File: src/rtl/arb_pkg.sv
// Shared definitions for the 8-way round-robin arbiter.
//   N_REQ      : number of requesters sharing the multiplexer
//   SEL_W      : width of the multiplexer select
//   state_e    : arbiter state (IDLE = no owner, GRANT = one owner)
//   idx2onehot : converts a select index into a one-hot grant vector
package arb_pkg;

  localparam int N_REQ = 8;
  localparam int SEL_W = 3;

  typedef enum logic {
    IDLE  = 1'b0,
    GRANT = 1'b1
  } state_e;

  function automatic logic [N_REQ-1:0] idx2onehot(input logic [SEL_W-1:0] idx);
    return N_REQ'(1) << idx;
  endfunction

endpackage

File: src/rtl/rr_pick8.sv
// Combinational round-robin picker.
// Finds the first set bit of req_i searching upward from start_i with
// wrap-around (start_i, start_i+1, ..., 7, 0, ..., start_i-1).
// Ports:
//   req_i   [7:0] candidate requests
//   start_i [2:0] index where the search begins
//   found_o       high when any candidate bit is set
//   idx_o   [2:0] index of the chosen candidate (start_i when none)
module rr_pick8
  import arb_pkg::*;
(
  input  logic [N_REQ-1:0] req_i,
  input  logic [SEL_W-1:0] start_i,
  output logic             found_o,
  output logic [SEL_W-1:0] idx_o
);

  logic [SEL_W-1:0] cand;

  // Walk offsets from farthest to nearest so the nearest hit is written last
  // and wins; the 3-bit add provides the wrap-around for free.
  always_comb begin
    found_o = 1'b0;
    idx_o   = start_i;
    cand    = start_i;
    for (int k = N_REQ - 1; k >= 0; k--) begin
      cand = start_i + SEL_W'(k);
      if (req_i[cand]) begin
        found_o = 1'b1;
        idx_o   = cand;
      end
    end
  end

endmodule

File: src/rtl/rr_arb_8.sv
// Round-robin arbiter driving the select of an 8:1 combinational multiplexer.
// The owner keeps the grant while it requests; on release the grant moves to
// the next requester in circular order with no idle cycle in between.
// Optional feature (macro RR_ARB_HOLD_LIMIT_EN): an owner that has held the
// grant for MAX_HOLD consecutive cycles is rotated out when another requester
// is waiting; without the macro MAX_HOLD has no effect.
// Ports:
//   clk   rising-edge clock
//   rst_n synchronous active-low reset
//   req   [7:0] request per multiplexer input
//   gnt   [7:0] registered one-hot grant, zero when idle
//   sel   [2:0] registered multiplexer select, index of the gnt bit
//   busy        registered, high while a grant is active
module rr_arb_8
  import arb_pkg::*;
#(
  parameter int MAX_HOLD = 16
) (
  input  logic             clk,
  input  logic             rst_n,
  input  logic [N_REQ-1:0] req,
  output logic [N_REQ-1:0] gnt,
  output logic [SEL_W-1:0] sel,
  output logic             busy
);

  if (MAX_HOLD < 2 || MAX_HOLD > 256) begin : g_bad_max_hold
    $error("rr_arb_8: MAX_HOLD must be in 2..256");
  end

  state_e           state_q, state_d;
  logic [N_REQ-1:0] gnt_q, gnt_d;
  logic [SEL_W-1:0] sel_q, sel_d;
  logic             busy_q, busy_d;
  logic [SEL_W-1:0] last_q, last_d;

`ifdef RR_ARB_HOLD_LIMIT_EN
  localparam int CNT_W = $clog2(MAX_HOLD);
  logic [CNT_W-1:0] cnt_q, cnt_d;
`endif

  logic [N_REQ-1:0] pick_req;
  logic [SEL_W-1:0] pick_start;
  logic             pick_found;
  logic [SEL_W-1:0] pick_idx;

  // While granted, last_q equals the owner, so last_q+1 is the correct search
  // start in both states. The owner is masked out so a forced rotation cannot
  // pick the current owner again; on a normal release its bit is already 0.
  always_comb begin
    pick_req   = req;
    pick_start = last_q + SEL_W'(1);
    if (state_q == GRANT) begin
      pick_req = req & ~idx2onehot(sel_q);
    end
  end

  rr_pick8 u_pick (
    .req_i   (pick_req),
    .start_i (pick_start),
    .found_o (pick_found),
    .idx_o   (pick_idx)
  );

  always_comb begin
    state_d = state_q;
    gnt_d   = gnt_q;
    sel_d   = sel_q;
    busy_d  = busy_q;
    last_d  = last_q;
`ifdef RR_ARB_HOLD_LIMIT_EN
    cnt_d   = cnt_q;
`endif
    unique case (state_q)
      IDLE: begin
        if (pick_found) begin
          state_d = GRANT;
          gnt_d   = idx2onehot(pick_idx);
          sel_d   = pick_idx;
          busy_d  = 1'b1;
          last_d  = pick_idx;
`ifdef RR_ARB_HOLD_LIMIT_EN
          cnt_d   = '0;
`endif
        end
      end
      GRANT: begin
        if (!req[sel_q]) begin
          if (pick_found) begin
            gnt_d  = idx2onehot(pick_idx);
            sel_d  = pick_idx;
            last_d = pick_idx;
`ifdef RR_ARB_HOLD_LIMIT_EN
            cnt_d  = '0;
`endif
          end else begin
            // sel intentionally keeps the last owner's index.
            state_d = IDLE;
            gnt_d   = '0;
            busy_d  = 1'b0;
          end
        end else begin
`ifdef RR_ARB_HOLD_LIMIT_EN
          if (cnt_q == CNT_W'(MAX_HOLD - 1)) begin
            // Hold budget spent: hand over if anyone else waits,
            // otherwise keep the owner and start a fresh budget.
            cnt_d = '0;
            if (pick_found) begin
              gnt_d  = idx2onehot(pick_idx);
              sel_d  = pick_idx;
              last_d = pick_idx;
            end
          end else begin
            cnt_d = cnt_q + CNT_W'(1);
          end
`endif
        end
      end
      default: begin
        state_d = IDLE;
      end
    endcase
  end

  always_ff @(posedge clk) begin
    if (!rst_n) begin
      state_q <= IDLE;
      gnt_q   <= '0;
      sel_q   <= '0;
      busy_q  <= 1'b0;
      last_q  <= SEL_W'(N_REQ - 1);
`ifdef RR_ARB_HOLD_LIMIT_EN
      cnt_q   <= '0;
`endif
    end else begin
      state_q <= state_d;
      gnt_q   <= gnt_d;
      sel_q   <= sel_d;
      busy_q  <= busy_d;
      last_q  <= last_d;
`ifdef RR_ARB_HOLD_LIMIT_EN
      cnt_q   <= cnt_d;
`endif
    end
  end

  assign gnt  = gnt_q;
  assign sel  = sel_q;
  assign busy = busy_q;

endmodule
File: config.mk
export PLATFORM = sky130hd
export DESIGN_NAME = rr_arb_8
export DESIGN_NICKNAME = d
export VERILOG_FILES = /design/src/rtl/arb_pkg.sv /design/src/rtl/rr_pick8.sv /design/src/rtl/rr_arb_8.sv
export SDC_FILE = /design/constraint.sdc
export NUM_CORES = 1
export LEC_CHECK = 0
export ABC_CLOCK_PERIOD_IN_PS = 4900
export CORE_MARGIN = 5
export CORE_UTILIZATION = 50
export CTS_CLUSTER_DIAMETER = 120
export DETAILED_ROUTE_END_ITERATION = 8
export HOLD_SLACK_MARGIN = 0.1
export PLACE_DENSITY = 0.8
export SLEW_MARGIN = 20
export SYNTH_ARGS = -nofsm -noshare
export SYNTH_HDL_FRONTEND = slang
export SYNTH_SLANG_ARGS = --single-unit
File: constraint.sdc
create_clock -name clk -period 4.9 [get_ports clk]
set_input_delay 0.735 -clock clk [delete_from_list [all_inputs] [get_ports clk]]
set_output_delay 0.735 -clock clk [all_outputs]
set_load 0.005 [all_outputs]
==> key figures <==
Outcome
  • Status: completed

Critical path
  • CP required: 5090 ps
  • Buf/Inv on CP: 2
  • CP arrival: approximately 4200 ps
  • CP max stage delay: about 640 ps
  • CP Cell Sequence: inv_1, buf_4, ha_1, xor2_2, a211oi_1, o21ai_0, o2111ai_1, nor4_4, ha_1, nor2_1, nor2b_1, a22o_1
  • Top cell family by delay on the critical path: compound AO/OA/AOI/OAI gates
  • Critical path's slowest cell: ha_1
  • Setup crit start kind: flip-flop
  • CP Class: reg -> reg
  • Critical Path Fanout Max: 14
  • Crit. End Element: flip-flop
  • Critical Path Most Common Cell: ha_1

Timing
  • Skew final: 3.303 ps
  • Slew margin rel.: 56.53%
  • Final Hold Vio Count: 0
  • Slew Viols, Final: 0
  • RSZ-0062 raised after global routing: no
  • Worst-margin pin slew: 652.1 ps
  • Hold Worst Slack: 453.9 ps
  • Fmax: 0.2508 GHz
  • Total negative slack: 0 ps
  • # setup viols final: 0
  • Period utilisation layout: 81.37%
  • Post-layout min period: 3987 ps

Die
  • Ports: 22
  • Starting density of the core: 51.08%
  • Cell Rows: 24
  • Die Span Y: approximately 76 um
  • Die area: ~0.0058 mm^2
  • Core area: 0.004294 mm^2
  • Die Wd: 76.23 um

Logic synthesis
  • Post-Synthesis Cells: between 200 and 300
  • Synth Flop Type: dfxtp_1
  • Synth area leaders: dfxtp_1 15%, nand2_1 4.3%, mux2i_1 4.1%, mux4_2 3.1%, o21ai_0 2.7%
  • Register area share after synthesis: between 10 and 15%
  • Post-synth top cells: 25 x nand2_1, 16 x dfxtp_1, 16 x nor2_1, 12 x o21ai_0
  • Ys async rst share: 0%
  • Post-Synthesis Cell Area: 0.002193 mm^2
  • Flops & latches, synth: 16
  • Number of flops mapped to enable cells by yosys: 0
  • Leading area contributor after synthesis: dfxtp_1
  • Syn nets: 275
  • Syn_area_per_cell: 8.372 um^2
  • Most frequent cell after synthesis: nand2_1
  • Synth top area share: 14.60%
  • Synth warnings: 0
  • Synth unique cells: 82

Worst hold path
  • Worst Hold Class: reg -> reg

Route
  • Remaining antenna violation count: 0
  • Via count: 2205
  • Vias per cell: roughly 6.8
  • Routed Wire Length: 5970 um
  • # DRC: 0
  • Starting DRC count in detailed routing: 172
  • DRT Pass-1 Iters: 5
  • Post-DR wirelength/cell: 18.43 um

Placed design
  • Placed Area: 0.002377 mm^2
  • GP Congestion: 1.028
  • Final HPWL DP: about 4500 um
  • Dpl cells: 321
  • # port buffers: 21

Clock network
  • Gates resized, CTS repair: 0
  • Clock slew at reported path FFs: 60 ps
  • Clk_lat worst skew: 250 ps
  • Cts bufs inserted: 3
  • Root buffer cell: clkbuf_8
  • CTS Hold Buffers Added: 0
  • CTS tree: yes
  • TritonCTS Sinks: 16
  • Htree depth: 1
  • Clock Tree Buf Depth: 2
  • Post CTS Setup Buffer Count: 0

Finish
  • Layout cell share with drive strength beyond 1: 11.76%
  • Layout area overhead: 10.27%
  • Nets@finish: 287
  • Final Instance Area: 0.002419 mm^2
  • Non-Filler Instances: between 300 and 400
  • # diodes: 0

Global route
  • Remaining global-route overflow: 0
  • Largest net degree at the start of global routing: 30
  • Tot GR Track Use: 20.29%
  • Initial antenna violation count: 0
  • Vias in the first global route: 2010
  • First-pass GRT wire length: 9922 um

Job
  • Max-cap violations: 0
==> flip-flops by register name, summed over array words and instances (netlist names) <==
signal	cells
sel	3
last_q	3
state_q	1
busy	1
gnt	8
==> per-layer routing <==
| layer | part of all wire (%) | global-route usage [%] | wire (um) |
|---|---|---|---|
| met1 | 44 | 28.03 | 2621 |
| met2 | 46 | 31.68 | 2767 |
| met3 | 8.4 | 5.201 | 503 |
| met4 | 1.3 | 4.545 | 78 |
| met5 | 0 | 0 | 0 |
==> placed cells by master, fill, tap and decap left out, types with 3 or more instances in the layout <==
master	Yosys	final
a22o_1	5	5
nand3_1	5	5
a31oi_1	5	5
nor2_1	16	16
o22ai_1	6	6
clkdlybuf4s50_1	0	21
clkbuf_8	0	3
nor3_1	7	7
dfxtp_1	16	16
a22oi_1	3	3
o211ai_1	8	8
buf_4	3	5
o221ai_1	4	4
o21ai_0	12	12
or3_1	4	4
ha_1	3	3
o22a_1	3	3
nand2_1	25	25
inv_1	8	8
a21oi_1	6	6
a311oi_1	3	3
o21ai_1	6	6
mux4_2	3	3
mux2i_1	9	9
a211oi_1	6	6
nand2b_1	9	9
==> logic make-up (layout without fill, tap and decap cells) <==
kind of cell | after synthesis | after routing | share of synthesized area, %
flip-flops | 16 | 16 | 14.60
AO/OA/AOI/OAI | 99 | 99 | 34.11
AND/OR/NAND/NOR | 94 | 94 | 26.07
adder cells (fa/ha/maj) | 3 | 3 | 1.712
XOR/XNOR | 7 | 7 | 5.648
buffers and inverters | 27 | 37 | 7.244
multiplexers | 16 | 16 | 10.61
==> through the flow <==
stage	util [%]	setup slack (ps)
3_5_place_dp	55.36	1078
3_3_place_gp	55.36	1163
6_report	56.32	912.9
5_1_grt	56.32	676.3
4_1_cts	56.32	1045
2_1_floorplan	-	1332
==> worst min-delay path, cell delays in order (launching register included) <==
cell and delay [ps]:
dfxtp_1 310, nand2_1 50, o21ai_1 50
==> final cells by class <==
class                           instances  area, um^2
Timing Repair Buffer                   26       247.7
Sequential cell                        16       320.3
Fill cell                             384        1876
Clock buffer                            3       41.29
Tap cell                               52       65.06
Multi-Input combinational cell        219        1714
Inverter                                8       30.03
==> worst paths after layout <==
check | end | start | depth (start not counted) | slack, ps
min | gnt[0]$_SDFFE_PN0P_ | gnt[0]$_SDFFE_PN0P_ | 2 | 450
max | gnt[7]$_SDFFE_PN0P_ | last_q[0]$_SDFFE_PN1P_ | 12 | 910
max reg2reg | gnt[7]$_SDFFE_PN0P_ | last_q[0]$_SDFFE_PN1P_ | 12 | 910
min reg2reg | gnt[0]$_SDFFE_PN0P_ | gnt[0]$_SDFFE_PN0P_ | 2 | 450
Power is not shown: default switching activity piles up to over one toggle a cycle in this logic, so the estimate is an artifact.
==> patch (same settings) <==
`N_REQ`: 8 -> 4.
--- a/src/rtl/arb_pkg.sv
+++ b/src/rtl/arb_pkg.sv
@@ -6,5 +6,5 @@
 package arb_pkg;
 
-  localparam int N_REQ = 8;
+  localparam int N_REQ = 4;
   localparam int SEL_W = 3;
 
Interface: changed (resized gnt and req); port bits go from 22 to 14. The function was not compared with the original's and may differ.
==> patch against the original RTL <==
Synthesized area down 59%; routed wire length fell by 66%; sequential cell count is 5 lower; sequential share of layout area grew 7.7 points; via count shrank 60%; worst setup slack improved by 1300 ps; cell area is 56% lower; critical path type unchanged; highest routed layer is now met3.
==> patch: results <==
drt:
  wl_met3_um: 166
  wl_met1_um: 931
  drtIter0Drc: 38
  met2_length_um: 954
  wl_per_cell_um: 14.76
  routed.top_layer: "met3"
  avgViaCountPerCell: 6.309
min_path:
  min_from: "gnt[1]"
yosys:
  synth_top_cells_by_count: "dfxtp_1 (11), nand2_1 (11), o21ai_1 (7)"
  synth-seq-area-share: 0.2472
  syn-num-nets: 113
grt:
  grt_pass1_wl_um: 3553
  grt_pass1_vias: 765
sta:
  worstMarginPinSlew_ps: 544.0
place:
  place_hpwl_um: 1526
  place_ws_ps: 1951
  portBuffers: 13
  gp_congestion: 0.8840
clocking:
  clkTransAtPathRegs_ps: 80
  clk_latency_ps: 280
  cts-root-buf: "clkbuf_4"
status:
  status: "completed"
cells_and_area:
  fill_cells: 143
  final_layout_size_suffix_gt1_frac: 0.08772
  nNetsFinal: 125
  largest_register_ffs: 4
critical_path:
  crit_arrival_ps: 2900
patch: logic make-up (layout without fill, tap and decap cells):
| group | count (synthesis) | in the layout | share of synthesized area |
|---|---|---|---|
| AO/OA/AOI/OAI | 37 | 37 | 0.3160 |
| AND/OR/NAND/NOR | 35 | 35 | 0.2374 |
| buffers and inverters | 12 | 23 | 0.05617 |
| flip-flops | 11 | 11 | 0.2472 |
| adder cells (fa/ha/maj) | 4 | 4 | 0.05618 |
| multiplexers | 3 | 3 | 0.06179 |
| XOR/XNOR | 1 | 1 | 0.02528 |
patch: per-layer routing:
layer | GRT usage | up-vias
li1 | - | 418
met1 | 0.2367 | 426
met2 | 0.2615 | 33
met3 | 0.07692 | 0
met4 | 0.01277 | 0
met5 | 0 | -
patch: cell type report:
| cell class | instances | area [um^2] | area share |
|---|---|---|---|
| Inverter | 6 | 22.52 | 0.02140 |
| Timing Repair Buffer | 13 | 130.1 | 0.1237 |
| Multi-Input combinational cell | 80 | 620.6 | 0.5898 |
| Clock buffer | 3 | 22.52 | 0.02140 |
| Sequential cell | 11 | 220.2 | 0.2093 |
| Clock inverter | 1 | 5.005 | 0.004756 |
| Tap cell | 25 | 31.28 | 0.02973 |
patch: worst max-delay path, stage by stage (launching register included):
cell and delay, ps:
dfxtp_1 580, inv_1 230, ha_1 580, nand3b_1 170, a211oi_1 80, a211o_1 330
nor2_1 130, xnor3_1 290, a32o_1 270
patch: power groups by stage:
stage	Clock (mW)	Combinational (mW)	Sequential, mW
final	0.0618	0.308	0.153
after global routing	0.0694	0.340	0.160
after CTS	0.0638	0.308	0.154
after detailed placement	0	0.306	0.156
after global placement	0	0.303	0.153
after floorplan	0	0.233	0.141
patch: final timing paths:
check / endpoint / slack [ps] / cells after the start
max: gnt[2] / 2170 / 8
min: gnt[1] / 470 / 1
max reg2reg: gnt[2] / 2170 / 8
min reg2reg: gnt[1] / 470 / 1
patch: per-stage QoR:
stage	util	hold WS, ps	std cells
6_report	0.6161	474.5	139
5_1_grt	0.6161	498.7	139
4_1_cts	0.6161	478.0	139
3_5_place_dp	0.6000	459.4	135
3_3_place_gp	0.6000	451.3	135
2_1_floorplan	-	465.7	103
